`src/rtl/e_cycle_sequencer_if.sv`:
```
// Bus bundle between the CPU-side glue in main_top and the E-clock sequencer.
// The sequencer uses the slave modport; the CPU-side logic (or a bench) uses master.
interface e_cycle_sequencer_if;
  logic       AS_CPU_n;
  logic       VPA_n;
  logic [2:0] FC;
  logic       E;
  logic       VMA_n;
  logic       DTACK_REQ_n;
  logic [3:0] E_CNT;

  modport master (
    output AS_CPU_n, VPA_n, FC,
    input  E, VMA_n, DTACK_REQ_n, E_CNT
  );

  modport slave (
    input  AS_CPU_n, VPA_n, FC,
    output E, VMA_n, DTACK_REQ_n, E_CNT
  );
endinterface

```
`src/rtl/e_cycle_sequencer.sv`:
```
// 68000-style E clock generator and 6800 peripheral (VPA/VMA) cycle sequencer on C7M.
// Optional macro SF500_FAST_AVEC_EN: interrupt-acknowledge cycles skip E synchronization.
module e_cycle_sequencer #(
  parameter int unsigned E_LOW       = 6,
  parameter int unsigned E_HIGH      = 4,
  parameter int unsigned VMA_LAST    = 3,
  parameter int unsigned SYNC_STAGES = 2
) (
  input  logic               C7M,
  input  logic               RESET_n,
  e_cycle_sequencer_if.slave bus
);

  localparam int unsigned E_PERIOD     = E_LOW + E_HIGH;
  localparam logic [3:0]  CNT_LAST     = 4'(E_PERIOD - 1);
  localparam logic [3:0]  CNT_TERM     = 4'(E_PERIOD - 3);
  localparam logic [3:0]  CNT_VMA_LAST = 4'(VMA_LAST);
  localparam logic [3:0]  CNT_E_RISE   = 4'(E_LOW);

  typedef enum logic [2:0] {IDLE, WAIT, VMA, TERM, DONE} state_t;

  // ---------------------------------------------------------------------------
  // E phase counter and registered E
  // ---------------------------------------------------------------------------
  logic [3:0] e_cnt;
  logic [3:0] e_cnt_nxt;
  logic       e_q;

  always_comb begin
    e_cnt_nxt = (e_cnt == CNT_LAST) ? 4'd0 : e_cnt + 4'd1;
  end

  // E is derived from the next count so that E and E_CNT change on the same edge.
  always_ff @(posedge C7M) begin
    if (!RESET_n) begin
      e_cnt <= 4'd0;
      e_q   <= 1'b0;
    end else begin
      // NOTE: non-blocking assignments for every register, so all flops see pre-edge values.
      e_cnt <= e_cnt_nxt;
      e_q   <= (e_cnt_nxt >= CNT_E_RISE);
    end
  end

  // ---------------------------------------------------------------------------
  // Input synchronizers (SYNC_STAGES >= 2)
  // ---------------------------------------------------------------------------
  logic [SYNC_STAGES-1:0] as_sync;
  logic [SYNC_STAGES-1:0] vpa_sync;
  logic [SYNC_STAGES-1:0] sync_fill;
  logic                   as_s;
  logic                   vpa_s;
  logic                   sync_valid;

  always_ff @(posedge C7M) begin
    if (!RESET_n) begin
      as_sync   <= '1;
      vpa_sync  <= '1;
      sync_fill <= '0;
    end else begin
      as_sync   <= {as_sync[SYNC_STAGES-2:0], bus.AS_CPU_n};
      vpa_sync  <= {vpa_sync[SYNC_STAGES-2:0], bus.VPA_n};
      sync_fill <= {sync_fill[SYNC_STAGES-2:0], 1'b1};
    end
  end

  assign as_s       = as_sync[SYNC_STAGES-1];
  assign vpa_s      = vpa_sync[SYNC_STAGES-1];
  // The reset fill of 1s is not a real AS observation; only trust as_s once the pipe holds live samples.
  assign sync_valid = sync_fill[SYNC_STAGES-1];

  // ---------------------------------------------------------------------------
  // Request qualification: a new cycle needs AS to have been seen high since the last one
  // ---------------------------------------------------------------------------
  logic as_seen_high_q;
  logic accept;
  logic req;

  assign req = !as_s && !vpa_s && as_seen_high_q;

  always_ff @(posedge C7M) begin
    if (!RESET_n) begin
      as_seen_high_q <= 1'b0;
    end else if (accept) begin
      as_seen_high_q <= 1'b0;
    end else if (as_s && sync_valid) begin
      as_seen_high_q <= 1'b1;
    end
  end

  // ---------------------------------------------------------------------------
  // Cycle FSM
  // ---------------------------------------------------------------------------
  state_t state;
  state_t state_nxt;
  logic   vma_n_q;
  logic   vma_n_nxt;
  logic   dtack_n_q;
  logic   dtack_n_nxt;

`ifdef SF500_FAST_AVEC_EN
  logic fast_arm_q;
  logic fast_arm_nxt;

  always_ff @(posedge C7M) begin
    if (!RESET_n) begin
      fast_arm_q <= 1'b0;
    end else begin
      fast_arm_q <= fast_arm_nxt;
    end
  end
`endif

  always_ff @(posedge C7M) begin
    if (!RESET_n) begin
      state     <= IDLE;
      vma_n_q   <= 1'b1;
      dtack_n_q <= 1'b1;
    end else begin
      state     <= state_nxt;
      vma_n_q   <= vma_n_nxt;
      dtack_n_q <= dtack_n_nxt;
    end
  end

  always_comb begin
    // NOTE: every always_comb output gets a default first so no path infers a latch.
    state_nxt   = state;
    vma_n_nxt   = 1'b1;
    dtack_n_nxt = 1'b1;
    accept      = 1'b0;
`ifdef SF500_FAST_AVEC_EN
    fast_arm_nxt = 1'b0;
`endif
    unique case (state)
      IDLE: begin
        if (req) begin
          accept = 1'b1;
`ifdef SF500_FAST_AVEC_EN
          if (bus.FC == 3'b111) begin
            state_nxt = DONE;
          end else
`endif
          if (e_cnt <= CNT_VMA_LAST) begin
            state_nxt = VMA;
            vma_n_nxt = 1'b0;
          end else begin
            state_nxt = WAIT;
          end
        end
      end
      WAIT: begin
        if (as_s) begin
          state_nxt = IDLE;
        end else if (e_cnt == CNT_LAST) begin
          state_nxt = VMA;
          vma_n_nxt = 1'b0;
        end
      end
      VMA: begin
        if (as_s) begin
          state_nxt = IDLE;
        end else begin
          vma_n_nxt = 1'b0;
          if (e_cnt == CNT_TERM) begin
            state_nxt   = TERM;
            dtack_n_nxt = 1'b0;
          end
        end
      end
      TERM: begin
        if (as_s) begin
          state_nxt = IDLE;
        end else begin
          vma_n_nxt   = 1'b0;
          dtack_n_nxt = 1'b0;
        end
      end
`ifdef SF500_FAST_AVEC_EN
      // One idle edge after acceptance, then DTACK until AS goes away.
      DONE: begin
        if (as_s) begin
          state_nxt = IDLE;
        end else begin
          fast_arm_nxt = 1'b1;
          dtack_n_nxt  = !fast_arm_q;
        end
      end
`endif
      default: begin
        state_nxt = IDLE;
      end
    endcase
  end

  assign bus.E           = e_q;
  assign bus.VMA_n       = vma_n_q;
  assign bus.DTACK_REQ_n = dtack_n_q;
  assign bus.E_CNT       = e_cnt;

endmodule
```
`src/flat_wrapper.sv`:
```
// flat-port wrapper written by rule: the top's interface ports become plain ports
module e_cycle_sequencer_flat 
#(
  parameter int unsigned E_LOW       = 6,
  parameter int unsigned E_HIGH      = 4,
  parameter int unsigned VMA_LAST    = 3,
  parameter int unsigned SYNC_STAGES = 2
)
  (C7M, RESET_n, bus_AS_CPU_n, bus_VPA_n, bus_FC, bus_E, bus_VMA_n, bus_DTACK_REQ_n, bus_E_CNT);
  e_cycle_sequencer_if bus_i ();
  input  logic C7M;
  input  logic RESET_n;
  input wire logic [$bits(bus_i.AS_CPU_n)-1:0] bus_AS_CPU_n;
  input wire logic [$bits(bus_i.VPA_n)-1:0] bus_VPA_n;
  input wire logic [$bits(bus_i.FC)-1:0] bus_FC;
  output wire logic [$bits(bus_i.E)-1:0] bus_E;
  output wire logic [$bits(bus_i.VMA_n)-1:0] bus_VMA_n;
  output wire logic [$bits(bus_i.DTACK_REQ_n)-1:0] bus_DTACK_REQ_n;
  output wire logic [$bits(bus_i.E_CNT)-1:0] bus_E_CNT;
  assign bus_i.AS_CPU_n = bus_AS_CPU_n;
  assign bus_i.VPA_n = bus_VPA_n;
  assign bus_i.FC = bus_FC;
  assign bus_E = bus_i.E;
  assign bus_VMA_n = bus_i.VMA_n;
  assign bus_DTACK_REQ_n = bus_i.DTACK_REQ_n;
  assign bus_E_CNT = bus_i.E_CNT;
  e_cycle_sequencer #(.E_LOW(E_LOW), .E_HIGH(E_HIGH), .VMA_LAST(VMA_LAST), .SYNC_STAGES(SYNC_STAGES)) u_core (.C7M(C7M), .RESET_n(RESET_n), .bus(bus_i));
endmodule
```
`config.mk`:
```
export PLATFORM = sky130hd
export DESIGN_NAME = e_cycle_sequencer_flat
export DESIGN_NICKNAME = d
export VERILOG_FILES = /design/src/rtl/e_cycle_sequencer_if.sv /design/src/rtl/e_cycle_sequencer.sv /design/src/flat_wrapper.sv
export SDC_FILE = /design/constraint.sdc
export NUM_CORES = 1
export LEC_CHECK = 0
export ABC_AREA = 0
export ABC_CLOCK_PERIOD_IN_PS = 2950
export CORE_AREA = 2 2 39 41
export CTS_CLUSTER_DIAMETER = 30
export CTS_CLUSTER_SIZE = 40
export DETAILED_ROUTE_END_ITERATION = 12
export DIE_AREA = 0 0 41 43
export PLACE_DENSITY_LB_ADDON = 0.12
export RECOVER_POWER = 25
export SYNTH_ARGS = -nofsm -noshare
export SYNTH_HDL_FRONTEND = slang
export SYNTH_SLANG_ARGS = --single-unit
```
`constraint.sdc`:
```
create_clock -name C7M -period 2.95 [get_ports C7M]
set_input_delay 0.4425 -clock C7M [delete_from_list [all_inputs] [get_ports C7M]]
set_output_delay 0.4425 -clock C7M [all_outputs]
set_load 0.02 [all_outputs]
```
# Word-level counts from Yosys, hierarchy flattened
# Index checks and enable logic that the tools add are counted.
totals:
  regBits: 17
  word_cells: 53
  input_bits: 7
  out_inout_bits: 7
classes:
  n_mux: 21
  n_lt_le_gt_ge: 2
  n_addsub: 1
  n_eq_ne: 9
  n_bitwise: 1
  n_reduce_logical: 9
ops:
  columns: ["cell", "n"]
  rows:
  - ["$mux W3", 6]
  - ["$pmux W3 S4", 1]
  - ["$mux W1", 10]
  - ["$eq A3 B2 Y1 const B", 2]
  - ["$ne A3 B1 Y1 const B", 2]
  - ["$add A4 B1 Y4 const B", 1]
  - ["$eq A4 B3 Y1 const B", 1]
  - ["$eq A4 B4 Y1 const B", 1]
  - ["$ge A4 B3 Y1 const B", 1]
  - ["$le A4 B2 Y1 const B", 1]
  - ["$mux W4", 1]
  - ["$ne A2 B1 Y1 const B", 2]
  - ["$reduce_and A4 Y1", 1]
  - ["$reduce_or A2 Y1", 2]
  - ["$eq A3 B1 Y1 const B", 1]
  - ["$logic_and A1 B1 Y1", 3]
  - ["$logic_not A3 Y1", 1]
  - ["$pmux W1 S3", 1]
  - ["$logic_not A1 Y1", 2]
  - ["$mux W2", 1]
  - ["$pmux W1 S2", 1]
  - ["$not A1 Y1", 1]

# Logic depth before layout (Yosys ltp)
# Gate-level depths: netlist of the first run.
logic_depth:
  depth_word: 6
  ltp_mapped: 4
  depth_no_buf: 3

# Worst setup path before layout of the first run
# OpenSTA, ideal clock, no wires.
synth_timing:
  kind: "register -> register"
  startpoint: "reg u_core.e_cnt[2] (netlist: u_core.bus.E_CNT[2])"
  endpoint: "reg u_core.state[0]"
  arrival_ps: 1201
  path_buffers: 1
  setup_slack_ps: 1645
  period_less_slack_ps: 1305
  path_stages_with_launch: 5
  cell_sequence: "dfxtp_1 > buf_4 > and4b_1 > nor2_1 > a2111oi_2"
synth_between:
  elab_chain_len: 4
  word_cells_on_any_way: 9
  cone_classes: "order compare (1); eq/ne (4); mux (3); reduce/logical (1)"
synth_rtl:
  columns: ["element", "line_no", "source"]
  rows:
  - ["start, declared", "e_cycle_sequencer.sv:25", "logic [3:0] e_cnt;"]
  - ["start signal, assigned", "e_cycle_sequencer.sv:40", "e_cnt <= e_cnt_nxt;"]
  - ["$le A4 B2 Y1", "e_cycle_sequencer.sv:144", "if (e_cnt <= CNT_VMA_LAST) begin"]
  - ["$mux W2", "e_cycle_sequencer.sv:144", null]
  - ["$mux W3", "e_cycle_sequencer.sv:137", "if (req) begin"]
  - ["$pmux W3 S4", "e_cycle_sequencer.sv:135", "unique case (state)"]
  - ["end signal, assigned", "e_cycle_sequencer.sv:120", "state <= state_nxt;"]
  - ["end, declared", "e_cycle_sequencer.sv:94", "state_t state;"]
# Parallel ways exist; a longest one is shown, timed or not. The select of a mux whose other input is x is not followed.
# A chain may end at the register's enable or synchronous reset.

# Worst setup path in the final report of the first run
layout_timing:
  startpoint: "reg u_core.e_cnt[2] (netlist: u_core.bus.E_CNT[2])"
  endpoint: "out bus_E_CNT[2]"
layout_lines:
  columns: ["element", "line_no", "source"]
  rows:
  - ["end, declared", "flat_wrapper.sv:19", "output wire logic [$bits(bus_i.E_CNT)-1:0] bus_E_CNT;"]
# No word-level cell between the ends.

==> impl_results.md, run 1 <==
- Status: completed
- Top-area cell type share of the netlist area: 51.20%
- Fmax achieved: 0.5272 GHz
- Final Hold Viols: 0
- Root Buffer: clkbuf_4
- Met2 wire len: 390 um
- Cell row count: 14
- Hold Path Sink: u_core.vpa_sync[1]$_SDFF_PN1_
- Leak pwr: 0.2945 nW
- Hold path start: u_core.vpa_sync[0]$_SDFF_PN1_
- RSZ-0062 raised after global routing: no
- Top cells by count, synth: dfxtp_1, nand2b_1, a21oi_1, and2_1, inv_1
- Hold path depth: 1
- Vias in the first global route: 397
- Slew Limit Fails: 0
- Number of enable flip-flop cells after synthesis: 0
- Tot Pwr: 407.5 uW
- Worst slack, placed: 1.173 ns
- Inst Count DP: 83
- Rel. slew slack: 73.18%
- Crit path kind: reg -> out
- Synth Area per Inst: 10.60 um2
- Primary FF master, synth: dfxtp_1
- Nets: 79
- Final GP Congestion: 0.6993
- Max stage delay on crit path: 0.67 ns
- # port buffers: 10
- Non-filler cells, final: 87
- CP endpoint kind: output port
- # Post-CTS Setup Buffers: 0
- Post-CTS Hold Fix Bufs: 0
- Initial antenna violation count: 0
- VDD IR max: 0.2872 mV
- Dominant cell by count in the synthesized netlist: dfxtp_1
- Yosys cell types: 27
- Initial DRT Pass Iterations: 2
- Clk_skew: 0.003853 ns
- Setup TNS: 0 ns
- Skew-Pair Late Insertion Delay: 0.28 ns
- Reg-to-Reg End: u_core.state[0]$_SDFFE_PN0P_
- Crit start category: flip-flop
- Pwr Density: 528.8 mW/mm2
- Num CTS Buffers: 3
- Register area: 320.3 um2
- Area growth syn-to-layout: 23.20%
- Met3 Wirelength: 25 um
- Worst-margin pin slew: 0.4010 ns
- Area of the multi-input gates: 282.8 um2
- Sequential fraction of the synthesis area: 51.20%
- Routed WL: 876 um
- Synth warn: 0
- Layout cells sized above 1: 14.08%
- # setup viols final: 0
- Post-synthesis cell count: 59
- Placeable Area: 0.001384 mm2
- M1 WL: 450 um
- Worst R2R Setup Slack: 1.66 ns
- CTS sink count: 16
- Leading area contributor after synthesis: dfxtp_1
- DIE HEIGHT: 43 um
- Tcrit/Tclk final: 64.30%
- Tmin final: 1.897 ns
- H-tree Lvls: 1
- Gr usage total: 13.65%
- DR WL/cell: 10.07 um
- Hold WS: 0.4089 ns
- Async set or reset register ratio after synthesis: 0%
- Clock buffer depth: 2
- Via/cell ratio: 4.885
- Highest Signal Layer: met4
- Reg-to-Reg Start: u_core.bus.E_CNT[2]$_SDFF_PN0_
- CP top delay family: buffers and inverters
- N_diodes: 0
- Filler Cell Count: 124
- Die ar.: 0.001763 mm2
- Crit-path max FO: 9
- CTS tree: yes
- DR DRC count: 0
- FF+latch count, synth: 16
- I/O pin total: 14
- GR Overflow Total: 0
- Max-cap violations: 0
- Slowest stage cell on the critical path: clkdlybuf4s50_1
- Netlist Area Pre-Place: 625.6 um2
- Die width: 41 um
- Initial core utilization: 45.21%
- Gates resized, CTS repair: 0
- 1st-iter DRT viols: 1
- Top cells by area, synth: dfxtp_1, nand2b_1, nor4b_2
- Critical path arrival: 1.45 ns
- Routed Antenna Nets: 0
- Post-Syn Nets: 66
- Critical Path RT: 2.51 ns
- First-pass GRT wire length: 1.635 mm
- Critical path cell sequence: clkdlybuf4s50_1
- WP buf/inv: 1
- Via count: 425
- Worst r2r path cells: 3
- Post-route worst setup slack: 1.053 ns
- Clock slew seen by the registers of the worst setup and hold paths: 0.09 ns
- Largest net degree at the start of global routing: 14
- Worst hold path class: reg -> reg
==> worst max-delay path by stage <==
stage,startpoint,endpoint,slack [ns],cells past startpoint
finish,u_core.bus.E_CNT[2]$_SDFF_PN0_,bus_E_CNT[2],1.05,1
global route,u_core.bus.E_CNT[2]$_SDFF_PN0_,bus_E_CNT[2],0.99,1
CTS,u_core.bus.E_CNT[2]$_SDFF_PN0_,bus_E_CNT[2],1.03,1
detailed placement,RESET_n,u_core.state[0]$_SDFFE_PN0P_,1.17,4
global placement,RESET_n,u_core.state[0]$_SDFFE_PN0P_,1.20,4
floorplan,u_core.bus.E_CNT[2]$_SDFF_PN0_,u_core.state[0]$_SDFFE_PN0P_,1.65,4
==> cell type report <==
| cell class | count | area share, % |
|---|---|---|
| Tap cell | 16 | 2.597 |
| Timing Repair Buffer | 10 | 12.99 |
| Sequential cell | 16 | 41.56 |
| Multi-Input combinational cell | 38 | 36.69 |
| Inverter | 3 | 1.461 |
| Clock buffer | 4 | 4.708 |
==> routing by layer <==
layer | vias to the layer above | global-route usage (%)
li1 | 227 | -
met1 | 191 | 19.41
met2 | 5 | 18.13
met3 | 2 | 3.141
met4 | 0 | 8.000
met5 | - | 0
==> cell families (layout without fill, tap and decap cells) <==
group	after synthesis	after routing	share of synthesized area (%)
buf+inv	5	17	3.600
compound gates	14	14	16.60
xor+xnor	2	2	2.801
flops	16	16	51.20
simple gates	22	22	25.80
==> per-stage QoR <==
stage               area (um2)  utilization [%]
floorplan                625.6                -
global placement         734.5            53.07
detailed placement       734.5            53.07
CTS                      770.7            55.70
global route             770.7            55.70
finish                   770.7            55.70
==> sequential cells by signal, summed over array words and instances, names as in the netlist <==
| signal | count |
|---|---|
| u_core.as_seen_high_q | 1 |
| u_core.as_sync | 2 |
| u_core.bus.DTACK_REQ_n | 1 |
| u_core.bus.E | 1 |
| u_core.bus.E_CNT | 4 |
| u_core.bus.VMA_n | 1 |
| u_core.state | 2 |
| u_core.sync_fill | 2 |
| u_core.vpa_sync | 2 |
==> power breakdown <==
part           internal [mW]  total (mW)  switching [mW]
Clock                 0.0750       0.142          0.0667
Combinational         0.0196      0.0332          0.0137
Sequential             0.225       0.233         0.00811
==> cells in the final DEF (no fill, tap or decap) <==
cell | Yosys | final
dfxtp_1 | 16 | 16
clkdlybuf4s50_1 | 0 | 9
nand2b_1 | 6 | 6
a21oi_1 | 3 | 3
inv_1 | 3 | 3
clkbuf_4 | 0 | 3
nand2_1 | 2 | 2
and2b_2 | 2 | 2
xnor2_1 | 2 | 2
and2b_1 | 2 | 2
o21ai_0 | 2 | 2
nor4b_2 | 2 | 2
and2_1 | 3 | 2
o41ai_1 | 1 | 1
a21boi_0 | 1 | 1
and2_0 | 0 | 1
o21a_1 | 1 | 1
nor2b_1 | 1 | 1
and4b_1 | 1 | 1
a21boi_1 | 1 | 1
nor2_1 | 1 | 1
or2_1 | 1 | 1
a311oi_1 | 1 | 1
a2111oi_2 | 1 | 1
o31a_1 | 1 | 1
or2b_2 | 1 | 1
o211ai_1 | 1 | 1
o31ai_1 | 1 | 1
clkbuf_8 | 0 | 1
dlygate4sd3_1 | 0 | 1
Power figures use the tool's default switching activity.
==> run 2, diff against run 1 <==
ABC_CLOCK_PERIOD_IN_PS = 2000   (was 2950)
CORE_AREA = not set   (was 2 2 39 41)
CORE_MARGIN = 1   (was not set)
CORE_UTILIZATION = 46   (was not set)
DIE_AREA = not set   (was 0 0 41 43)
clock period = 2 ns   (was 2.95 ns; I/O delays follow)
==> run 2 against run 1 <==
Effect of this change:
- clock-buffer cell count stayed put
- clock skew hardly changed
- clock power is 50% higher
- critical path depth stayed put
- worst setup slack worse by 0.83 ns
- sequential share of layout area is 0.067 points lower
- die area is 14% lower
- combinational power is 49% higher
- sequential power is 47% higher
- routed wire length is 2.6% higher
==> impl_results.md, run 2 (synthesis gave the netlist of run 1 again) <==
- Area of the multi-input gates: 282.8 um2 (unchanged)
- Number of flip-flops in the largest register: 4 (unchanged)
- Tcrit/Tclk final: 89.01%
- Clock slew seen by the registers of the worst setup and hold paths: 0.09 ns (about the same)
- CTS tree: yes (unchanged)
- Max-cap violations: 0 (unchanged)
- Placeable Area: 0.001186 mm2 (was 0.001384 mm2)
- # setup viols final: 0 (unchanged)
- Clk_skew: 0.003629 ns (was 0.003853 ns)
- Non-filler cells, final: 86 (was 87)
- Hold Path Sink: u_core.as_sync[1]$_SDFF_PN1_ (was u_core.vpa_sync[1]$_SDFF_PN1_)
- Critical Path RT: 1.70 ns (was 2.51 ns)
- Clock buffer depth: 2 (unchanged)
- Largest net degree at the start of global routing: 13 (was 14)
- Max stage delay on crit path: 0.67 ns (about the same)
- Final Hold Viols: 0 (unchanged)
- Critical path arrival: 1.48 ns (was 1.45 ns)
- Net Switching: 134.3 uW (was 88.44 uW)
- Worst slack, placed: 0.5482 ns (was 1.173 ns)
- Sequential share of power: 56.7% (was 57.1%)
- Core Util, Final: 65.08% (was 55.70%)
- Comb power frac: 8.2% (about the same)
- Gates resized, CTS repair: 0 (unchanged)
- Skew-Pair Late Insertion Delay: 0.29 ns (was 0.28 ns)
- Initial core utilization: 52.74% (was 45.21%)
- Num CTS Buffers: 3 (unchanged)
- Switch share: 22.17% (was 21.70%)
- Hold path start: u_core.as_sync[0]$_SDFF_PN1_ (was u_core.vpa_sync[0]$_SDFF_PN1_)
- Routed Antenna Nets: 0 (unchanged)
- Nets: 80 (was 79)
- I/O pin total: 14 (unchanged)
- RSZ-0062 raised after global routing: no (unchanged)
- WP buf/inv: 1 (unchanged)
- Gr usage total: 17.57% (was 13.65%)
- Fmax achieved: 0.5617 GHz
- VDD IR max: 0.5006 mV (was 0.2872 mV)
- Commonest non-fill, non-tap cell in the layout: dfxtp_1 (unchanged)
- Hold path depth: 1 (unchanged)
- Post-CTS Hold Fix Bufs: 0 (unchanged)
- Cell row count: 12 (was 14)
- Initial DRT Pass Iterations: 3 (was 2)
- Crit start category: flip-flop (unchanged)
- Worst r2r path cells: 3 (unchanged)
- Inst Count DP: 82 (was 83)
- Initial antenna violation count: 0 (unchanged)
- Power share of the clock group: 35.1% (was 34.8%)
- Reg-to-Reg Start: u_core.bus.E_CNT[2]$_SDFF_PN0_ (unchanged)
- H-tree Lvls: 1 (unchanged)
- 1st-iter DRT viols: 2 (was 1)
- Routed WL: 899 um (was 876 um)
- Final GP Congestion: 0.6503 (was 0.6993)
- First-pass GRT wire length: 1.649 mm (was 1.635 mm)
- Post-route worst setup slack: 0.2198 ns (was 1.053 ns)
- Area growth syn-to-layout: 23.40% (was 23.20%)
- Setup TNS: 0 ns (unchanged)
- # port buffers: 10 (unchanged)
- # Post-CTS Setup Buffers: 0 (unchanged)
- Worst hold path class: reg -> reg (unchanged)
- Commonest cells after routing, fill and taps aside: dfxtp_1, clkdlybuf4s50_1, nand2b_1 (unchanged)
- Power Internal: 471.5 uW (was 319.1 uW)
- Layout cells sized above 1: 13.89% (was 14.08%)
- CTS sink count: 16 (unchanged)
- Pwr Density: 784.7 mW/mm2 (was 528.8 mW/mm2)
- Crit path kind: reg -> out (unchanged)
- Tmin final: 1.780 ns
- DR DRC count: 0 (unchanged)
- DR WL/cell: 10.45 um (was 10.07 um)
- Status: completed (unchanged)
- Via count: 432 (was 425)
- Dpl hpwl: 633.8 um
- Slew Limit Fails: 0 (unchanged)
- Filler Cell Count: 106 (was 124)
- N_diodes: 0 (unchanged)
- CP top delay family: buffers and inverters (unchanged)
- Root Buffer: clkbuf_4 (unchanged)
- Rel. slew slack: 73.48% (was 73.18%)
- CP endpoint kind: output port (unchanged)
- Reg-to-Reg End: u_core.state[0]$_SDFFE_PN0P_ (unchanged)
- Register area: 320.3 um2 (unchanged)
- Die ar.: 0.001512 mm2 (was 0.001763 mm2)
- Die width: 38.88 um (was 41 um)
- Worst R2R Setup Slack: 0.66 ns (was 1.66 ns)
- Via/cell ratio: 5.023 (was 4.885)
- GR Overflow Total: 0 (unchanged)
- Slowest stage cell on the critical path: clkdlybuf4s50_1 (unchanged)
- Crit-path max FO: 9 (unchanged)
- Vias in the first global route: 403 (was 397)
- Leak pwr: 0.2964 nW (was 0.2945 nW)
- Worst-margin pin slew: 0.3978 ns (was 0.4010 ns)
- Critical path cell sequence: clkdlybuf4s50_1 (unchanged)
- DIE HEIGHT: 38.88 um (was 43 um)
## run 2: cell type report
class | instances | share of cell area (%)
Clock buffer | 4 | 4.700
Inverter | 3 | 1.459
Multi-Input combinational cell | 38 | 36.63
Sequential cell | 16 | 41.49
Tap cell | 14 | 2.269
Timing Repair Buffer | 11 | 13.45
## run 2: power groups by stage
stage	logic (mW)	registers, mW	clock network (mW)
after CTS	0.0516	0.343	0.221
final	0.0496	0.343	0.213
after global routing	0.0553	0.346	0.231
after global placement	0.0508	0.350	0
after floorplan	0.0274	0.353	0
after detailed placement	0.0515	0.351	0
## run 2: how the worst max path moves through the flow
stage | slack (ns) | startpoint | end | cells past startpoint
3_5_place_dp | 0.55 | u_core.bus.E_CNT[2]$_SDFF_PN0_ | bus_E_CNT[2] | 1
5_1_grt | 0.15 | u_core.bus.E_CNT[2]$_SDFF_PN0_ | bus_E_CNT[2] | 1
6_report | 0.22 | u_core.bus.E_CNT[2]$_SDFF_PN0_ | bus_E_CNT[2] | 1
3_3_place_gp | 0.56 | u_core.bus.E_CNT[2]$_SDFF_PN0_ | bus_E_CNT[2] | 1
4_1_cts | 0.21 | u_core.bus.E_CNT[2]$_SDFF_PN0_ | bus_E_CNT[2] | 1
2_1_floorplan | 0.70 | u_core.bus.E_CNT[2]$_SDFF_PN0_ | u_core.state[0]$_SDFFE_PN0P_ | 4
## run 2: per-stage QoR
stage	hold slack (ns)	instance area [um2]	power, mW
6_report	0.4119	772.0	0.6058
5_1_grt	0.4388	772.0	0.6324
4_1_cts	0.4172	775.7	0.6160
3_5_place_dp	0.3955	739.5	0.4023
3_3_place_gp	0.3884	739.5	0.4011
2_1_floorplan	0.3277	625.6	0.3806
## run 2: routing by layer
metal,GRT usage [%],share of wire (%),up-vias
li1,-,-,230
met2,24.17,41,10
met3,10.40,4.6,4
met5,0,0,-
met4,12.93,2.6,0
met1,19.50,52,188
==> run 3, diff against run 2 <==
CAP_MARGIN = 40   (was not set)
==> results of run 3 <==
No change in the layout: final DEF, timing and power equal those of run 2.
